### src/rtl/hazard_unit_pkg.sv
// Shared types and constants for the decode hazard / halt controller.
//   haltState_e : halt sequencer states (RUN, DRAIN, HALTED)
//   sbEntry_t   : one scoreboard slot {v, regNum}
//   SB_DEPTH    : number of in-flight stages tracked (EX, MEM, WB)
//   REG_W       : register-number width
package hazard_unit_pkg;

  localparam int SB_DEPTH = 3;
  localparam int REG_W    = 3;

  // Edges spent in DRAIN before HALTED may be entered; with a non-writing
  // HALT this is exactly the time it takes the HALT to pass WB.
  localparam int DRAIN_EDGES = 3;

  typedef enum logic [1:0] {
    RUN,
    DRAIN,
    HALTED
  } haltState_e;

  typedef struct packed {
    logic             v;
    logic [REG_W-1:0] regNum;
  } sbEntry_t;

endpackage

### src/rtl/hazard_unit_sb_match.sv
// Combinational scoreboard lookup.
//   regNum : register number to look up
//   slots  : scoreboard slots, index 0 = EX, 1 = MEM, 2 = WB
//   match  : some valid slot targets regNum
module sb_match
  import hazard_unit_pkg::*;
(
  input  logic [REG_W-1:0]         regNum,
  input  sbEntry_t [SB_DEPTH-1:0]  slots,
  output logic                     match
);

  // The WB slot is included: the register file does not bypass a write to a
  // read in the same cycle, so a value in WB is still pending.
  always_comb begin
    match = 1'b0;
    for (int i = 0; i < SB_DEPTH; i++) begin
      if (slots[i].v && (slots[i].regNum == regNum)) begin
        match = 1'b1;
      end
    end
  end

endmodule

### src/rtl/hazard_unit.sv
// Stall / flush / halt controller between decode and the ID/EX register of
// the 16-bit in-order pipeline (no forwarding).
//   clk, rst                  : clock, asynchronous active-low reset
//   idValid                   : ID holds a real instruction
//   idRs/idRt, idRsValid/...  : source registers and whether they are read
//   idWriteReg, idWriteRegValid, idRegWrite : destination of the ID instruction
//   idHalt                    : ID instruction is HALT
//   exRedirect                : taken branch / jump resolved in EX
//   stall                     : hold PC and IF/ID
//   controlZeroIdEx           : load a bubble into ID/EX
//   flushIfId                 : replace IF/ID with a bubble
//   haltDone                  : pipeline drained after HALT, front end frozen
//   stallCount                : saturating count of hazard stall cycles
module hazard_unit
  import hazard_unit_pkg::*;
#(
  parameter int STALL_CNT_W = 16
)
(
  input  logic                   clk,
  input  logic                   rst,
  input  logic                   idValid,
  input  logic [REG_W-1:0]       idRs,
  input  logic [REG_W-1:0]       idRt,
  input  logic                   idRsValid,
  input  logic                   idRtValid,
  input  logic [REG_W-1:0]       idWriteReg,
  input  logic                   idWriteRegValid,
  input  logic                   idRegWrite,
  input  logic                   idHalt,
  input  logic                   exRedirect,
  output logic                   stall,
  output logic                   controlZeroIdEx,
  output logic                   flushIfId,
  output logic                   haltDone,
  output logic [STALL_CNT_W-1:0] stallCount
);

  sbEntry_t [SB_DEPTH-1:0] slots;
  sbEntry_t                issuedEntry;
  haltState_e              state;
  haltState_e              stateNext;
  logic [1:0]              drainCnt;
  logic                    rsMatch;
  logic                    rtMatch;
  logic                    hazard;
  logic                    issue;
  logic                    countStall;
  logic                    slotsEmpty;
  logic                    drainExpired;

  sb_match uRsMatch (
    .regNum (idRs),
    .slots  (slots),
    .match  (rsMatch)
  );

  sb_match uRtMatch (
    .regNum (idRt),
    .slots  (slots),
    .match  (rtMatch)
  );

  assign hazard       = idValid & ((idRsValid & rsMatch) | (idRtValid & rtMatch));
  assign drainExpired = (drainCnt >= 2'(DRAIN_EDGES - 1));
  assign haltDone     = (state == HALTED);

  // The drain is finished only once nothing in flight is still valid.
  always_comb begin
    slotsEmpty = 1'b1;
    for (int i = 0; i < SB_DEPTH; i++) begin
      if (slots[i].v) begin
        slotsEmpty = 1'b0;
      end
    end
  end

  // Pipeline control and halt sequencing. A redirect kills the ID
  // instruction outright, so it takes priority over a hazard and is never
  // counted as a stall. Once a HALT has issued, the front end is held.
  always_comb begin
    stall           = 1'b0;
    controlZeroIdEx = 1'b0;
    flushIfId       = 1'b0;
    issue           = 1'b0;
    countStall      = 1'b0;
    stateNext       = state;
    unique case (state)
      RUN: begin
        if (exRedirect) begin
          flushIfId       = 1'b1;
          controlZeroIdEx = 1'b1;
        end else if (hazard) begin
          stall           = 1'b1;
          controlZeroIdEx = 1'b1;
          countStall      = 1'b1;
        end else begin
          issue = 1'b1;
          if (idValid && idHalt) begin
            stateNext = DRAIN;
          end
        end
      end
      DRAIN: begin
        stall           = 1'b1;
        controlZeroIdEx = 1'b1;
        flushIfId       = exRedirect;
        if (slotsEmpty && drainExpired) begin
          stateNext = HALTED;
        end
      end
      HALTED: begin
        stall           = 1'b1;
        controlZeroIdEx = 1'b1;
      end
      default: begin
        stateNext = RUN;
      end
    endcase
  end

  // Entry pushed into the EX slot: the ID destination when it advances,
  // otherwise an invalid bubble.
  always_comb begin
    issuedEntry.v      = issue & idValid & idRegWrite & idWriteRegValid;
    issuedEntry.regNum = issue ? idWriteReg : '0;
  end

  // Scoreboard shift EX -> MEM -> WB and halt state register.
  always_ff @(posedge clk or negedge rst) begin
    if (!rst) begin
      slots <= '0;
      state <= RUN;
    end else begin
      slots[2] <= slots[1];
      slots[1] <= slots[0];
      slots[0] <= issuedEntry;
      state    <= stateNext;
    end
  end

  // Drain counter only advances while draining; it saturates at 3.
  always_ff @(posedge clk or negedge rst) begin
    if (!rst) begin
      drainCnt <= 2'd0;
    end else if ((state == DRAIN) && (drainCnt != 2'd3)) begin
      drainCnt <= drainCnt + 2'd1;
    end
  end

  // Saturating hazard stall counter.
  always_ff @(posedge clk or negedge rst) begin
    if (!rst) begin
      stallCount <= '0;
    end else if (countStall && (stallCount != '1)) begin
      stallCount <= stallCount + STALL_CNT_W'(1);
    end
  end

endmodule

### config.mk
export PLATFORM = sky130hd
export DESIGN_NAME = hazard_unit
export DESIGN_NICKNAME = d
export VERILOG_FILES = /design/src/rtl/hazard_unit_pkg.sv /design/src/rtl/hazard_unit_sb_match.sv /design/src/rtl/hazard_unit.sv
export SDC_FILE = /design/constraint.sdc
export NUM_CORES = 1
export LEC_CHECK = 0
export BUFFER_PORTS_ARGS = -buffer_cell sky130_fd_sc_hd__buf_2
export CORE_ASPECT_RATIO = 0.6
export CORE_MARGIN = 3
export CORE_UTILIZATION = 35
export DETAILED_ROUTE_END_ITERATION = 16
export SETUP_SLACK_MARGIN = 0.02
export SYNTH_ARGS = -nofsm -noshare
export SYNTH_HDL_FRONTEND = slang
export SYNTH_HIERARCHICAL = 1
export SYNTH_SLANG_ARGS = --single-unit
### constraint.sdc
create_clock -name clk -period 2.3 [get_ports clk]
set_input_delay 0.23 -clock clk [delete_from_list [all_inputs] [get_ports clk]]
set_output_delay 0.23 -clock clk [all_outputs]
set_load 0.05 [all_outputs]
Yosys cells after proc, flatten, opt, wreduce, memory -nomap -nowiden:

Index checks and enable logic that the tools add are counted.

* add/subtract/negate cells: 2
* $lt $le $gt $ge: 1
* equality and inequality tests: 14
* multiplexer cells: 26
* bitwise logic cells: 8
* reduce and logical (&&, ||, !) cells: 13

Operator list (number)
* $eq 3x3->1: 6
* $mux 1: 17
* $add 16x1->16 const B: 1
* $ne 16x16->1 const B: 1
* $logic_and 1x1->1: 10
* $ne 2x2->1 const B: 5
* $mux 2: 4
* $and 1x1->1: 6
* $pmux 1 s2: 3
* $pmux 2 s3: 1
* $reduce_and 5->1: 1
* $mux 3: 1
* $add 2x1->2 const B: 1
* $eq 2x1->1 const B: 1
* $eq 2x2->1 const B: 1
* $ge 2x2->1 const B: 1
* $logic_not 2->1: 1
* $reduce_or 2->1: 1
* $not 1->1: 1
* $or 1x1->1: 1

* register bits: 32
* logic and storage cells: 73

Longest topological paths before layout:

* depth in word-level cells: 14
* gate-level depth with buffers: 8
* mapped depth without buffers: 7

Hierarchy:

Netlist, hierarchy kept.

By module, submodules not included
* hazard_unit: times used 1, cells an instance 129, area each 1550.2 um^2, seq. area each 800.8 um^2
* sb_match: times used 2, cells an instance 13, area each 102.6 um^2, seq. area each 0.0 um^2

Least setup slack after synthesis:

Ideal clock, no wire load.

* path type: reg2reg
* from: register stallCount[0]
* to: register stallCount[14]
* setup time: 0.125 ns
* data arrival time: 2.001 ns
* setup slack: 0.174 ns
* cell stages (with the launch flop): 6
* path through: dfrtp_1 -> ha_1 -> nand4_4 -> or2_4 -> nor4_1 -> mux2_2

* word-level cells in the longest chain between the ends: 2

Ends and longest elaborated chain
* start, declared: line hazard_unit.sv:36 `output logic [STALL_CNT_W-1:0] stallCount`
* start signal, assigned: line hazard_unit.sv:156 `stallCount <= stallCount + STALL_CNT_W'(1);`
* branches (longest 2 deep; another with $add 16x1->16)

Parallel ways; which one is timed is not known.
A chain may end at the register's enable or synchronous reset.

Worst setup path after layout:

* from: register slots[0] (netlist name)
* to: output controlZeroIdEx

* word-level cells in the longest chain between the ends: 11

Ends and longest elaborated chain
* $eq 3x3->1: line hazard_unit_sb_match.sv:18 `if (slots[i].v && (slots[i].regNum == regNum)) begin`
* $logic_and 1x1->1: line hazard_unit_sb_match.sv:18
* $mux 1 (3 in series): line hazard_unit_sb_match.sv:18
* named net rsMatch: line hazard_unit.sv:44 `logic rsMatch;`
* $and 1x1->1: line hazard_unit.sv:64 `assign hazard = idValid & ((idRsValid & rsMatch) | (idRtValid & rtMatch));`
* $or 1x1->1: line hazard_unit.sv:64
* $and 1x1->1: line hazard_unit.sv:64
* $mux 1: line hazard_unit.sv:93 `end else if (hazard) begin`
* $mux 1: line hazard_unit.sv:90 `if (exRedirect) begin`
* $pmux 1 s2: line hazard_unit.sv:88 `unique case (state)`
* end, declared: line hazard_unit.sv:33 `output logic controlZeroIdEx,`

The timed path passes the listed nets, and every way through them passes these cells.

==> flow_metrics.tcl <==
set metrics [dict create \
    wire_per_inst_um 14.17 \
    cts-root-buf "clkbuf_8" \
    p_per_area_nw_per_um2 872.6 \
    grt_antenna_before_repair 0 \
    crit_fanout 3 \
    ant_nets 0 \
    required_ps 2070 \
    die_y_um 60.86 \
    grt_pass1_wl_um 6175 \
    final_max_slew_viol_count 0 \
    seq_area_sq_um 800.8 \
    cts_buffers 5 \
    outcome "finished, violations left" \
    io_pins 38 \
    io_buffer_count 37 \
    fin_setup_tns_ps 0 \
    drive_gt1_frac 0.3100 \
    hpwl_um 2887 \
    final_cell_mix "36 x buf_2, 32 x dfrtp_1, 22 x xnor2_1" \
    diodes 0 \
    num_rows 19 \
    placed_cell_area_sq_um 2016 \
    synth_area_sq_um 1755 \
    max_freq_ghz 0.4554 \
    finalCritPeriodShare 0.9547 \
    peakVddDrop_uv 1409 \
    place_inst 255 \
    via_per_inst 4.932 \
    synth-simple-area-share 0.2259 \
    clock_sinks 32 \
    ys_types 40 \
    cap_viol_max_count 0 \
    clkTransAtPathRegs_ps 70 \
    grt_pass1_vias 1223 \
    fin_area_sq_um 2151 \
    min_period_ps 2196 \
    min_path_type "in2async" \
    dr.pass1.iters 4 \
    hold_viol_final 25 \
    critPathLaunchType "register" \
    fin_skew_ps 6.161 \
    die_width_um 97.43 \
    initial_core_util 0.3729 \
    drc 0 \
    cts_tree "built" \
    insertion_delay_ps 280 \
    multi_input_area_sq_um 957.2 \
    power_mw 1.877 \
    overflow 0 \
    relSlewSlack 0.5339 \
    ys_seq_area_frac 0.4562 \
    finalNetCount 225 \
    cts_buffer_depth 2 \
    core_sq_um 4707 \
    synth_ff_type "dfrtp_1" \
    layout.cells.non_filler 263 \
    final_util 0.4569 \
    setup_viol 0 \
    synth_mux_area_frac 0.03421 \
    rsz0062_at_grt "true" \
    endpoint_kind "output pin" \
    violations "hold timing" \
    via_count 1297 \
    gp_routability_congestion 0.7875 \
    grt_max_degree 33 \
    area_delta_synth_final_pct 22.52 \
    synth_fa_ha_area_frac 0.05702 \
    final_common_cell "buf_2" \
    synth_compound_area_frac 0.05916 \
    synthCells 155 \
    p_leak_nw 1.050 \
    synth_top_family_by_area "simple AND/OR/NAND/NOR gates" \
    synthXorXnorAreaFrac 0.1547 \
    postSynthNetCount 181 \
    syn_area_per_cell_sq_um 11.33 \
    ys_seq_elements 32 \
    n_fill_cell 445 \
    grt_use_total 0.1359 \
    whs_ps -7.022 \
    drtIter0Drc 118 \
    synth-edff-count 0 \
    tightest_slew_ps 699.2 \
    htreeDepth 2 \
    async_flop_share 1.000 \
    crit_type "reg2out" \
    yosysWarningCount 6 \
    dieArea_sq_um 5929 \
    critical_path_arrival_ps 1970 \
    routed_wl_um 3727 \
]
==> report_power, final <==
| group | switching [mW] | total [mW] | internal (mW) |
|---|---|---|---|
| clock | 0.202 | 0.523 | 0.321 |
| sequential | 0.0745 | 0.708 | 0.634 |
| combinational | 0.401 | 0.645 | 0.244 |
| total | 0.677 | 1.88 | 1.20 |
==> final cells by class <==
| type | count | area share |
|---|---|---|
| inverter | 3 | 0.005236 |
| clock inverter | 2 | 0.01629 |
| timing repair buffer | 38 | 0.09075 |
| tap | 63 | 0.03665 |
| multi-input combinational | 119 | 0.4450 |
| clock buffer | 6 | 0.03374 |
| sequential | 32 | 0.3723 |
==> logic make-up after synthesis <==
logic type,Yosys count
simple gates,61
flops,32
xor+xnor,31
compound gates,14
fa+ha+maj,8
mux,5
buf+inv,4
==> critical path, stage by stage (launching register included) <==
cell      delay (ps)
dfrtp_1          410
xnor2_1          150
nand4_1           90
nand3_1          140
a22o_4           300
a21o_1           200
a21oi_1          140
nor2_1            50
clkbuf_4         200
==> worst paths after layout <==
path	startpoint	endpoint	cells after the start	slack, ps
worst max-delay path	slots[0]$_DFF_PN0_	controlZeroIdEx	8	100
worst min-delay path	rst	stallCount[11]$_DFFE_PN0P_	1	-7
worst max register to register	slots[0]$_DFF_PN0_	state[1]$_DFFE_PN0P_	7	280
worst min register to register	slots[1]$_DFF_PN0_	slots[5]$_DFF_PN0_	0	440
max in group asynchronous	rst	drainCnt[1]$_DFFE_PN0P_	1	1860
min in group clk	idWriteReg[2]	slots[2]$_DFF_PN0_	2	150
==> layer usage <==
metal / track usage / up-vias / wire (um)
met5: 0 / - / 0
met2: 0.1821 / 24 / 1513
met4: 0.05917 / 0 / 25
met1: 0.2042 / 615 / 2025
met3: 0.03559 / 2 / 162
li1: - / 656 / -
==> synthesized netlist by cell type, types with 2 or more instances <==
library cell / count / area, sq um
xnor2_1: 22 / 192.7
a31oi_1: 2 / 12.51
dfrtp_1: 32 / 800.8
nor3_1: 2 / 10.01
o21ai_0: 2 / 10.01
and4_1: 3 / 26.28
mux2_2: 4 / 45.04
nor4_1: 5 / 31.28
nand3_1: 9 / 45.04
nor4b_1: 2 / 17.52
a21oi_1: 2 / 10.01
nor2_1: 6 / 22.52
nand2b_1: 3 / 18.77
and2_1: 3 / 18.77
ha_1: 8 / 100.1
inv_1: 3 / 11.26
nand4_1: 9 / 56.30
xor2_1: 9 / 78.83
nand2_1: 8 / 30.03
==> state kept, by name, indices dropped and copies added, names as in the netlist <==
signal,count
state,2
slots,12
stallCount,16
drainCnt,2
==> stage by stage <==
stage          setup WS, ps  hold WS, ps
2_1_floorplan         174.1       -65.59
3_3_place_gp          182.2        336.9
3_5_place_dp          138.7        322.8
4_1_cts               88.38        9.879
5_1_grt              -20.39        39.65
6_report              104.2       -7.022
==> repair_timing <==
item	CTS	global route
setup endpoints to repair	0	4
hold endpoints to repair	0	0
gates resized for setup	0	6
hold buffers	0	0
setup buffers	0	0
Power figures use the tool's default switching activity.
